$ cat src/rtl/fxp_mul_pipe.sv
// fxp_mul_pipe
//   Pipelined signed fixed-point multiplier with valid/ready handshakes.
//   The operands a (Q A_INT.A_FRAC) and b (Q B_INT.B_FRAC) are multiplied
//   at full precision. The product is then rounded (floor or round-half-up,
//   chosen per beat) and saturated into Q O_INT.O_FRAC.
//   There are three register stages: operand capture, full product, and
//   round/saturate into the output register. Back-pressure stalls the
//   pipeline without losing or duplicating beats.
//
// Ports
//   clk        rising-edge clock
//   reset      asynchronous reset, active low
//   in_valid   operand beat valid          in_ready   block can accept a beat
//   a, b       signed operands             rnd_mode   0 floor, 1 round-half-up
//   out_valid  product beat valid          out_ready  downstream accepts beat
//   product    signed result               sat        beat was saturated
//   ovf_sticky set by any saturated beat at transfer
//   clr_ovf    synchronous clear of ovf_sticky (and ovf_count)
//
// Configuration
//   FXP_MUL_OVF_CNT_EN  adds ovf_count[15:0]. It counts transferred saturated
//                       beats and holds at 16'hFFFF.
module fxp_mul_pipe #(
   parameter int A_INT  = 6,
   parameter int A_FRAC = 8,
   parameter int B_INT  = 6,
   parameter int B_FRAC = 8,
   parameter int O_INT  = 8,
   parameter int O_FRAC = 8
) (
   input  logic                            clk,
   input  logic                            reset,
   input  logic                            in_valid,
   output logic                            in_ready,
   input  logic signed [A_INT+A_FRAC-1:0]  a,
   input  logic signed [B_INT+B_FRAC-1:0]  b,
   input  logic                            rnd_mode,
   output logic                            out_valid,
   input  logic                            out_ready,
   output logic signed [O_INT+O_FRAC-1:0]  product,
   output logic                            sat,
   output logic                            ovf_sticky,
   input  logic                            clr_ovf
`ifdef FXP_MUL_OVF_CNT_EN
   ,
   output logic [15:0]                     ovf_count
`endif
);

   localparam int AW = A_INT + A_FRAC;
   localparam int BW = B_INT + B_FRAC;
   localparam int OW = O_INT + O_FRAC;
   localparam int PW = AW + BW;
   localparam int F  = A_FRAC + B_FRAC;
   localparam int SH = F - O_FRAC;
   // Headroom wide enough that the rounding add and the range test never wrap.
   localparam int XW = PW + OW + 1;

   if (O_FRAC > F || O_INT < 1) begin : g_param_check
      $error("fxp_mul_pipe: need O_FRAC <= A_FRAC+B_FRAC and O_INT >= 1");
   end

   function automatic logic [XW-1:0] half_lsb();
      logic [XW-1:0] r;
      r = '0;
      for (int unsigned i = 0; i < XW; i++)
         if (i + 1 == SH) r[i] = 1'b1;
      return r;
   endfunction

   localparam logic [XW-1:0] HALF = half_lsb();

   // Pipeline state
   logic                  ready_en;
   logic                  s1_v, s2_v;
   logic signed [AW-1:0]  s1_a;
   logic signed [BW-1:0]  s1_b;
   logic                  s1_rnd, s2_rnd;
   logic signed [PW-1:0]  s2_p;

   logic s3_adv, s2_adv;

   // A stage may load when it is empty or when its contents move on.
   assign s3_adv   = !out_valid | out_ready;
   assign s2_adv   = !s2_v | s3_adv;
   assign in_ready = ready_en & (!s1_v | s2_adv);

   // ready_en holds in_ready low until the first edge after reset is released.
   always_ff @(posedge clk or negedge reset) begin
      if (!reset) ready_en <= 1'b0;
      else        ready_en <= 1'b1;
   end

   always_ff @(posedge clk or negedge reset) begin
      if (!reset) begin
         s1_v   <= 1'b0;
         s1_a   <= '0;
         s1_b   <= '0;
         s1_rnd <= 1'b0;
      end else if (in_ready) begin
         s1_v <= in_valid;
         if (in_valid) begin
            s1_a   <= a;
            s1_b   <= b;
            s1_rnd <= rnd_mode;
         end
      end
   end

   always_ff @(posedge clk or negedge reset) begin
      if (!reset) begin
         s2_v   <= 1'b0;
         s2_p   <= '0;
         s2_rnd <= 1'b0;
      end else if (s2_adv) begin
         s2_v <= s1_v;
         if (s1_v) begin
            s2_p   <= s1_a * s1_b;
            s2_rnd <= s1_rnd;
         end
      end
   end

   // Round and saturate
   logic signed [XW-1:0] p_ext, p_rnd, p_shr;
   logic [XW-OW:0]       p_hi;
   logic                 ovf_pos, ovf_neg;
   logic [OW-1:0]        res_q;

   always_comb begin
      p_ext   = {{(XW-PW){s2_p[PW-1]}}, s2_p};
      p_rnd   = p_ext + (s2_rnd ? HALF : '0);
      p_shr   = p_rnd >>> SH;
      // Result fits only if every bit from the output sign bit upward agrees.
      p_hi    = p_shr[XW-1:OW-1];
      ovf_pos = !p_shr[XW-1] && (|p_hi);
      ovf_neg =  p_shr[XW-1] && !(&p_hi);
      res_q   = p_shr[OW-1:0];
      if (ovf_pos)      res_q = {1'b0, {(OW-1){1'b1}}};
      else if (ovf_neg) res_q = {1'b1, {(OW-1){1'b0}}};
   end

   always_ff @(posedge clk or negedge reset) begin
      if (!reset) begin
         out_valid <= 1'b0;
         product   <= '0;
         sat       <= 1'b0;
      end else if (s3_adv) begin
         out_valid <= s2_v;
         if (s2_v) begin
            product <= res_q;
            sat     <= ovf_pos | ovf_neg;
         end
      end
   end

   logic sat_xfer;
   assign sat_xfer = out_valid & out_ready & sat;

   always_ff @(posedge clk or negedge reset) begin
      if (!reset)        ovf_sticky <= 1'b0;
      else if (clr_ovf)  ovf_sticky <= 1'b0;
      else if (sat_xfer) ovf_sticky <= 1'b1;
   end

`ifdef FXP_MUL_OVF_CNT_EN
   always_ff @(posedge clk or negedge reset) begin
      if (!reset)                             ovf_count <= '0;
      else if (clr_ovf)                       ovf_count <= '0;
      else if (sat_xfer && ovf_count != '1)   ovf_count <= ovf_count + 16'd1;
   end
`endif

endmodule

$ cat config.mk
export PLATFORM = sky130hd
export DESIGN_NAME = fxp_mul_pipe
export DESIGN_NICKNAME = d
export VERILOG_FILES = /design/src/rtl/fxp_mul_pipe.sv
export SDC_FILE = /design/constraint.sdc
export NUM_CORES = 1
export LEC_CHECK = 0
export CAP_MARGIN = 25
export CORE_UTILIZATION = 30
export DETAILED_ROUTE_END_ITERATION = 16
export GPL_ROUTABILITY_DRIVEN = 0
export PLACE_DENSITY_LB_ADDON = 0.05
export SLEW_MARGIN = 20
export SYNTH_ARGS = -nofsm -noshare
export SYNTH_HDL_FRONTEND = slang
export SYNTH_SLANG_ARGS = --single-unit
$ cat constraint.sdc
create_clock -name clk -period 8.4 [get_ports clk]
set_input_delay 1.26 -clock clk [delete_from_list [all_inputs] [get_ports clk]]
set_output_delay 1.26 -clock clk [all_outputs]
set_load 0.05 [all_outputs]
==> impl_metrics.env, run 1 <==
export IMPL_status="completed"
export IMPL_drive_gt1_frac=0.0583
export IMPL_yosysSeqAreaShare=0.174
export IMPL_grt_pass1_vias=8272
export IMPL_crit_path_start_kind="register"
export IMPL_critical_path_top_delay_family="adder cells"
export IMPL_start_util=0.305
export IMPL_drtIter0Drc=297
export IMPL_register_area_um2=1830
export IMPL_avgSynthCellArea_um2=9.57
export IMPL_synthTopCellsByCount="236 x inv_1, 194 x fa_1, 134 x nand2_1, 100 x and2_1, 73 x dfrtp_1"
export IMPL_slew_headroom=0.471
export IMPL_clk_latency_ps=360
export IMPL_dp_cells=1571
export IMPL_syn_inst=1100
export IMPL_rsz0062_at_grt="no"
export IMPL_wire_per_inst_um=16.5
export IMPL_placed_area_um2=11500
export IMPL_use_met2=0.302
export IMPL_stdcell_count=1588
export IMPL_cts_tree="yes"
export IMPL_period_share=0.787
export IMPL_synth_main_ff_cell="dfrtp_1"
export IMPL_multi_input_area_um2=7640
export IMPL_die_x_um=189
export IMPL_synth_largest_area_cell="fa_1"
export IMPL_drv_slew=0
export IMPL_fillers=3670
export IMPL_cts_sinks=73
export IMPL_place_hpwl_um=20800
export IMPL_netlist_area_um2=10500
export IMPL_antenna_cells=0
export IMPL_dr_pass1_iters=4
export IMPL_grt_use_total=0.164
export IMPL_yosysMostFrequentCell="inv_1"
export IMPL_cts_hold_buffers=0
export IMPL_synth_edff_count=0
export IMPL_rows=68
export IMPL_cts_made_buffers=9
export IMPL_grt_pass1_wl_um=44800
export IMPL_fin_nets=1421
export IMPL_slowest_stage="fa_1"
export IMPL_worstSetupPathType="reg2reg"
export IMPL_grt_max_degree=47
export IMPL_worstReg2RegEnd="s2_p[26]"
export IMPL_yosysUniqueCellTypes=58
export IMPL_met3_usage=0.0171
export IMPL_required_ps=8660
export IMPL_drc_errors=0
export IMPL_die_h_um=189
export IMPL_fin_area_um2=11800
export IMPL_min_path_type="reg2reg"
export IMPL_synth_top_area_frac=0.369
export IMPL_cp_data_arrival_time_ps=6880
export IMPL_dr_total_vias=7152
export IMPL_hp_start="product[12]"
export IMPL_met1_usage=0.206
export IMPL_ys_warn_count=0
export IMPL_crit_buf_inv=3
export IMPL_maxCapViolations=0
export IMPL_io_buffers=53
export IMPL_min_to="product[12]"
export IMPL_area_delta_synth_final_pct=12.2
export IMPL_end_kind="register"
export IMPL_worstMarginPinSlew_ps=793
export IMPL_finalSetupTns_ps=0
export IMPL_crit_chain="clkinv_1 -> nor2_1 -> fa_1 -> fa_1 -> fa_1 -> fa_1 -> fa_1 -> inv_1 -> fa_1 -> inv_1 -> ha_1 -> nand2_1 -> or3_1 -> or3_1 -> o2111ai_2 -> a311o_2 -> a211oi_1 -> o31ai_2"
export IMPL_final_core_util=0.342
export IMPL_cts_buffer_depth=2
export IMPL_r2r_slack_ps=1790
export IMPL_clk_pin_slew_ps=70
export IMPL_post_route_min_period_ps=6610
export IMPL_totalWireLength_um=26200
export IMPL_finalSetupViolations=0
export IMPL_h_tree_depth=3
export IMPL_synthArstFlopShare=1.00
export IMPL_r2r_start="s1_b[13]"
export IMPL_hold_depth=2
export IMPL_ys_ff_latch=73
export IMPL_path_max_fanout=10
export IMPL_hold_violations=0
export IMPL_io_pins=54
export IMPL_worst_r2r_path_depth=18
export IMPL_cts_root_buf="clkbuf_16"
export IMPL_core_area_um2=34500
export IMPL_viasPerCell=4.50
export IMPL_fin_worst_skew_ps=10.4
export IMPL_ant_nets=0
export IMPL_synth_area_leaders="fa_1 37%, dfrtp_1 17%, inv_1 8.4%"
export IMPL_cp_common_cell="fa_1"
export IMPL_antenna_found_initial=0
export IMPL_cts_setup_buffers=0
export IMPL_slowest_delay_ps=550
export IMPL_grt_overflow=0
export IMPL_fmax_mhz=151
export IMPL_dieArea_um2=35800
export IMPL_busiest_layer="met2"
export IMPL_syn_nets=1393
export IMPL_post_cts_resized=0
worst max path at each step:
stage / from / endpoint / slack, ps / depth (start not counted)
2_1_floorplan: s1_a[13] / s2_p[26] / 2350 / 19
3_3_place_gp: s1_b[13] / s2_p[26] / 1780 / 18
3_5_place_dp: s1_b[13] / s2_p[26] / 1690 / 18
4_1_cts: s1_b[13] / s2_p[26] / 1680 / 18
5_1_grt: s1_b[13] / s2_p[26] / 1360 / 18
6_report: s1_b[13] / s2_p[26] / 1790 / 18
registers in the layout, indices dropped and copies added (netlist names):
signal	cells
out_valid	1
ovf_sticky	1
product	16
ready_en	1
s1_a	14
s1_b	14
s1_rnd	1
s1_v	1
s2_p	21
s2_rnd	1
s2_v	1
sat	1
per-layer routing:
| layer | up-vias | wire [um] |
|---|---|---|
| li1 | 3399 | - |
| met1 | 3666 | 11500 |
| met2 | 73 | 13700 |
| met3 | 14 | 692 |
| met4 | 0 | 252 |
| met5 | - | 0 |
worst register-to-register path, cell delays in order (launching register included):
cell and delay (ps):
dfrtp_1 530, clkinv_1 480, nor2_1 290, fa_1 440, fa_1 550, fa_1 540, fa_1 520, fa_1 540
inv_1 50, fa_1 530, inv_1 40, ha_1 340, nand2_1 110, or3_1 390, or3_1 360, o2111ai_2 270
a311o_2 260, a211oi_1 90, o31ai_2 210
layout by cell type (no fill, tap or decap), types with 2 or more instances in the layout:
cell type and n:
fa_1 194, and3_1 3, nand3b_1 2, or3_1 3, mux2i_1 2, inv_1 236, nand2_1 134, ha_1 65
a211oi_1 3, a21oi_1 29, bufinv_16 2, clkbuf_16 9, nand2b_1 7, o2111ai_2 2, mux2_2 30, nand3_1 10
dfrtp_1 73, o21a_1 2, a21o_1 3, o21ai_0 18, and2_1 100, buf_4 3, a31oi_1 4, nand4_1 10
clkinv_4 2, nor3_2 2, xnor2_1 29, xor2_1 14, nor4_1 2, nor3_1 3, o21ai_1 25, o31ai_1 2
clkdlybuf4s50_1 52, nor2_1 25, o211ai_1 6
kinds of logic (layout without fill, tap and decap cells):
family	count (synthesis)	in the layout	share of synthesized area
AO/OA/AOI/OAI	106	106	0.0631
XOR/XNOR	43	43	0.0358
adder cells (fa/ha/maj)	259	259	0.446
buffers and inverters	277	310	0.101
flip-flops	73	73	0.174
multiplexers	32	32	0.0340
other	1	1	0.000356
AND/OR/NAND/NOR	309	309	0.146
final cells by class:
class / count / area share
Timing Repair Buffer: 56 / 0.0472
Tap cell: 455 / 0.0482
Clock inverter: 7 / 0.00868
Inverter: 238 / 0.0756
Sequential cell: 73 / 0.155
Multi-Input combinational cell: 750 / 0.647
Clock buffer: 9 / 0.0191
per-stage QoR:
| step | hold WS, ps | setup slack, ps |
|---|---|---|
| 5_1_grt | 507 | 1360 |
| 2_1_floorplan | 455 | 2350 |
| 3_5_place_dp | 476 | 1690 |
| 4_1_cts | 492 | 1680 |
| 6_report | 484 | 1790 |
| 3_3_place_gp | 474 | 1780 |
Power of run 1 is left out: the tool's default activity adds up to more than one toggle a clock period on the data nets, which glitch-free logic cannot reach.
==> inputs of run 2 (changes only) <==
- clock period: 8.4 -> 6 ns (I/O delays scaled with it)
==> run 2 against run 1 <==
Maximum frequency is 13% higher. Die area did not move. Global-route usage down 0.20 points. Sequential cell count stayed put. Register-to-register slack got worse by 1700 ps. Largest cell class unchanged. Highest routed layer unchanged.
==> impl_metrics.env, run 2 (synthesized netlist as in run 1, its figures left out) <==
export IMPL_status="completed"
export IMPL_dr_pass1_iters=4
export IMPL_period_share=0.979
export IMPL_grt_pass1_vias=8399
export IMPL_multi_input_area_um2=7820
export IMPL_r2r_slack_ps=130
export IMPL_min_path_type="in2async"
export IMPL_cp_common_cell="fa_1"
export IMPL_drv_slew=0
export IMPL_wire_per_inst_um=15.6
export IMPL_slowest_delay_ps=560
export IMPL_start_util=0.305
export IMPL_end_kind="register"
export IMPL_final_core_util=0.371
export IMPL_cts_root_buf="clkbuf_16"
export IMPL_h_tree_depth=3
export IMPL_ant_nets=0
export IMPL_regMostFlops="s2_p"
export IMPL_hold_violations=0
export IMPL_grt_max_degree=48
export IMPL_reg_top3="s2_p: 21 flops, product: 16 flops"
export IMPL_critical_path_top_delay_family="adder cells"
export IMPL_die_x_um=189
export IMPL_register_area_um2=1850
export IMPL_placed_area_um2=12100
export IMPL_critPathCapture="s2_p[25]"
export IMPL_worstSetupPathType="reg2reg"
export IMPL_antenna_cells=0
export IMPL_finalSetupTns_ps=0
export IMPL_fin_nets=1518
export IMPL_post_route_min_period_ps=5870
export IMPL_final_cell_mix="231 x inv_1, 183 x fa_1, 129 x nand2_1, 98 x and2_1, 89 x buf_4"
export IMPL_clk_latency_ps=360
export IMPL_place_hpwl_um=22000
export IMPL_path_max_fanout=4
export IMPL_cp_num_cells=19
export IMPL_maxCapViolations=0
export IMPL_rsz0062_at_grt="yes"
export IMPL_rows=68
export IMPL_fin_area_um2=12800
export IMPL_cp_data_arrival_time_ps=6090
export IMPL_area_delta_synth_final_pct=21.8
export IMPL_cts_hold_buffers=0
export IMPL_io_buffers=53
export IMPL_fillers=3573
export IMPL_grt_use_total=0.162
export IMPL_grt_pass1_wl_um=44800
export IMPL_cts_made_buffers=9
export IMPL_finalSetupViolations=0
export IMPL_worst_r2r_path_depth=19
export IMPL_io_pins=54
export IMPL_clk_pin_slew_ps=70
export IMPL_cts_buffer_depth=2
export IMPL_slowest_stage="fa_1"
export IMPL_dr_total_vias=7448
export IMPL_cts_sinks=73
export IMPL_final_common_cell="inv_1"
export IMPL_cts_tree="yes"
export IMPL_fmax_mhz=170
export IMPL_core_area_um2=34500
export IMPL_worstMarginPinSlew_ps=934
export IMPL_required_ps=6220
export IMPL_crit_buf_inv=4
export IMPL_drtIter0Drc=208
export IMPL_largest_reg_flops=21
export IMPL_crit_chain="buf_4 -> buf_4 -> and2_1 -> fa_1 -> fa_1 -> fa_1 -> fa_1 -> inv_1 -> fa_1 -> fa_1 -> inv_1 -> ha_4 -> nand2_1 -> or3_4 -> or3_4 -> o2111ai_4 -> a311o_2 -> xnor2_1 -> o21ai_1"
export IMPL_r2r_start="s1_b[9]"
export IMPL_slew_headroom=0.376
export IMPL_die_h_um=189
export IMPL_finalWorstSetupSlack_ps=127
export IMPL_totalWireLength_um=26300
export IMPL_grt_overflow=0
export IMPL_viasPerCell=4.42
export IMPL_antenna_found_initial=0
export IMPL_crit_path_start_kind="register"
export IMPL_drive_gt1_frac=0.178
export IMPL_crit_start="s1_b[9]"
export IMPL_worstReg2RegEnd="s2_p[25]"
export IMPL_pre_cts_slack_ps=-78.9
export IMPL_fin_worst_skew_ps=11.5
export IMPL_drc_errors=0
export IMPL_dieArea_um2=35800
## run 2: changes by cell type in the layout (fill, tap and decap cells not counted), moves of 6 or more
cell | before | now
buf_4 | 3 | 89
buf_6 | 0 | 8
dfrtp_1 | 73 | 55
dfrtp_2 | 0 | 18
fa_1 | 194 | 183
fa_2 | 0 | 11
ha_1 | 65 | 58
ha_4 | 0 | 7
inv_2 | 1 | 7
## run 2: worst min path at each step
stage / startpoint / end / slack (ps) / cells after the start
2_1_floorplan: s2_p[7] / s2_p[7] / 460 / 2
3_5_place_dp: product[5] / product[5] / 480 / 2
4_1_cts: reset / product[5] / 450 / 1
5_1_grt: reset / product[5] / 460 / 1
6_report: reset / product[5] / 450 / 1
3_3_place_gp: product[5] / product[5] / 480 / 2
## run 2: what timing repair did
action | in CTS | in global routing
resized for setup | 11 | 56
setup endpoints to repair | 4 | 12
pin swaps | 2 | 45
buffers inserted | 0 | 20
## run 2: stage by stage
| step | hold slack [ps] | std cells |
|---|---|---|
| finish | 447 | 1685 |
| detailed placement | 479 | 1649 |
| global placement | 477 | 1649 |
| global route | 455 | 1685 |
| floorplan | 455 | 1100 |
| CTS | 449 | 1665 |
## run 2: area by class of cell
type / count / area share
clock buffers: 9 / 0.0176
repair buffers: 153 / 0.106
clock inverters: 7 / 0.00800
inverters: 238 / 0.0697
multi-input cells: 750 / 0.610
flip-flops and latches: 73 / 0.144
well taps: 455 / 0.0444
## run 2: metal layers
metal	part of all wire	wire, um	vias up	GRT usage
met5	0	0	-	0
met4	0.015	383	0	0.0403
met3	0.017	452	18	0.0163
met2	0.53	14000	53	0.298
met1	0.44	11600	3775	0.203
li1	-	-	3602	-
## run 2: worst register-to-register path, cell delays in order, from the launching register on
cell and delay [ps]:
dfrtp_2 430, buf_4 160, buf_4 140, and2_1 140
fa_1 470, fa_1 560, fa_1 450, fa_1 540
inv_1 50, fa_1 480, fa_1 510, inv_1 70
ha_4 260, nand2_1 40, or3_4 360, or3_4 390
o2111ai_4 240, a311o_2 250, xnor2_1 130, o21ai_1 70
Power of run 2 is left out for the same reason.
==> inputs of run 3 (changes only) <==
- CAP_MARGIN: 25 -> 10
- CORE_UTILIZATION: 30 -> 51
==> run 3 against run 2 <==
The flow now finishes with violations (design-rule violations). Register-to-register slack got worse by 90 ps. Die area fell by 41%. Global-route usage rose by 7.3 points. Count of clock-buffer cells in the layout did not move. Sequential share of layout area rose by 0.66 points. Routed wire length fell by 15%. Cell count fell by 12%. Non-clock buffer count fell by 22. Sequential cell count did not move. Clock skew fell by 0.67 ps. Maximum frequency fell by 1.5%. First-iteration DRC count rose by 39%. Largest cell class unchanged.
==> impl_metrics.env, run 3 (synthesized netlist as in run 1, its figures left out) <==
export IMPL_rows=52
export IMPL_finalWorstSetupSlack_ps=36.1
export IMPL_crit_path_start_kind="register"
export IMPL_pre_cts_slack_ps=-117
export IMPL_cts_made_buffers=9
export IMPL_antenna_found_initial=0
export IMPL_cts_tree="yes"
export IMPL_wire_per_inst_um=15.1
export IMPL_final_common_cell="inv_1"
export IMPL_fin_worst_skew_ps=10.8
export IMPL_dr_total_vias=7414
export IMPL_die_x_um=146
export IMPL_worst_r2r_path_depth=20
export IMPL_drive_gt1_frac=0.149
export IMPL_grt_use_total=0.236
export IMPL_crit_chain="nand2_2 -> fa_1 -> buf_4 -> fa_2 -> buf_4 -> fa_1 -> inv_1 -> fa_1 -> inv_1 -> fa_1 -> fa_1 -> inv_1 -> ha_1 -> nand2_1 -> or3_1 -> or3_4 -> o2111ai_4 -> a311o_2 -> a211oi_2 -> o31ai_2"
export IMPL_clk_latency_ps=350
export IMPL_fmax_mhz=168
export IMPL_violations="design-rule violations"
export IMPL_fin_nets=1496
export IMPL_drc_errors=1
export IMPL_post_route_min_period_ps=5960
export IMPL_path_max_fanout=8
export IMPL_r2r_slack_ps=40
export IMPL_antenna_cells=0
export IMPL_io_pins=54
export IMPL_totalWireLength_um=22300
export IMPL_cts_root_buf="clkbuf_16"
export IMPL_min_path_type="in2async"
export IMPL_worstMarginPinSlew_ps=928
export IMPL_area_delta_synth_final_pct=16.5
export IMPL_status="finished, violations left"
export IMPL_grt_max_degree=70
export IMPL_slowest_stage="fa_1"
export IMPL_maxCapViolations=0
export IMPL_core_area_um2=20200
export IMPL_period_share=0.994
export IMPL_die_h_um=146
export IMPL_drv_slew=0
export IMPL_fillers=1828
export IMPL_cp_common_cell="fa_1"
export IMPL_worstSetupPathType="reg2reg"
export IMPL_slowest_delay_ps=540
export IMPL_drtIter0Drc=290
export IMPL_regMostFlops="s2_p"
export IMPL_finalSetupViolations=0
export IMPL_final_cell_mix="234 x inv_1, 192 x fa_1, 130 x nand2_1, 99 x and2_1, 73 x buf_4"
export IMPL_grt_overflow=0
export IMPL_ant_nets=0
export IMPL_place_hpwl_um=18400
export IMPL_h_tree_depth=3
export IMPL_clk_pin_slew_ps=70
export IMPL_rsz0062_at_grt="yes"
export IMPL_grt_pass1_vias=7945
export IMPL_start_util=0.520
export IMPL_hold_violations=0
export IMPL_cp_data_arrival_time_ps=6220
export IMPL_io_buffers=53
export IMPL_slew_headroom=0.382
export IMPL_cts_sinks=73
export IMPL_viasPerCell=5.02
export IMPL_reg_top3="s2_p: 21 flops, product: 16 flops"
export IMPL_grt_pass1_wl_um=39200
export IMPL_end_kind="register"
export IMPL_cts_buffer_depth=2
export IMPL_required_ps=6260
export IMPL_largest_reg_flops=21
export IMPL_dr_pass1_iters=10
export IMPL_dieArea_um2=21200
==> run 3: metal layers <==
layer | part of all wire | GRT usage
met1 | 0.43 | 0.298
met2 | 0.52 | 0.425
met3 | 0.023 | 0.0282
met4 | 0.018 | 0.0668
met5 | 0 | 0
==> run 3: final cells by class <==
cell class	instances	area, um^2	share of cell area
Sequential cell	73	1850	0.151
Tap cell	270	338	0.0276
Clock inverter	7	60.1	0.00490
Timing Repair Buffer	131	1150	0.0939
Inverter	238	893	0.0729
Multi-Input combinational cell	750	7740	0.632
Clock buffer	9	225	0.0184
==> run 3: repair_timing <==
item | CTS | global route
endpoints found under the setup margin | 5 | 13
pin swaps | 3 | 27
hold buffers | 0 | 0
buffers inserted | 6 | 15
gates resized for setup | 14 | 31
==> run 3: critical path: cells and delay by family (launching register included) <==
kind	cells	cell delay, ps
flip-flops	1	480
adder cells (fa/ha/maj)	7	3260
AO/OA/AOI/OAI	4	730
AND/OR/NAND/NOR	4	940
buffers and inverters	5	470
==> run 3: metrics by stage <==
stage          instances   util  cell area [um^2]  setup TNS (ps)  hold WS (ps)
2_1_floorplan       1100      -             10500               0           455
3_3_place_gp        1441  0.577             11700           -24.0           469
3_5_place_dp        1441  0.577             11700            -204           473
4_1_cts             1463  0.595             12000               0           334
5_1_grt             1478  0.606             12300            -837           338
6_report            1478  0.606             12300               0           342
==> run 3: final timing paths <==
| kind | start | to |
|---|---|---|
| max | s1_a[13] | s2_p[26] |
| min | reset | s1_b[0] |
| max reg2reg | s1_a[13] | s2_p[26] |
| min reg2reg | product[15] | product[15] |
| max in group asynchronous | reset | s1_a[13] |
| min in group clk | product[15] | product[15] |
Power of run 3 is left out for the same reason.
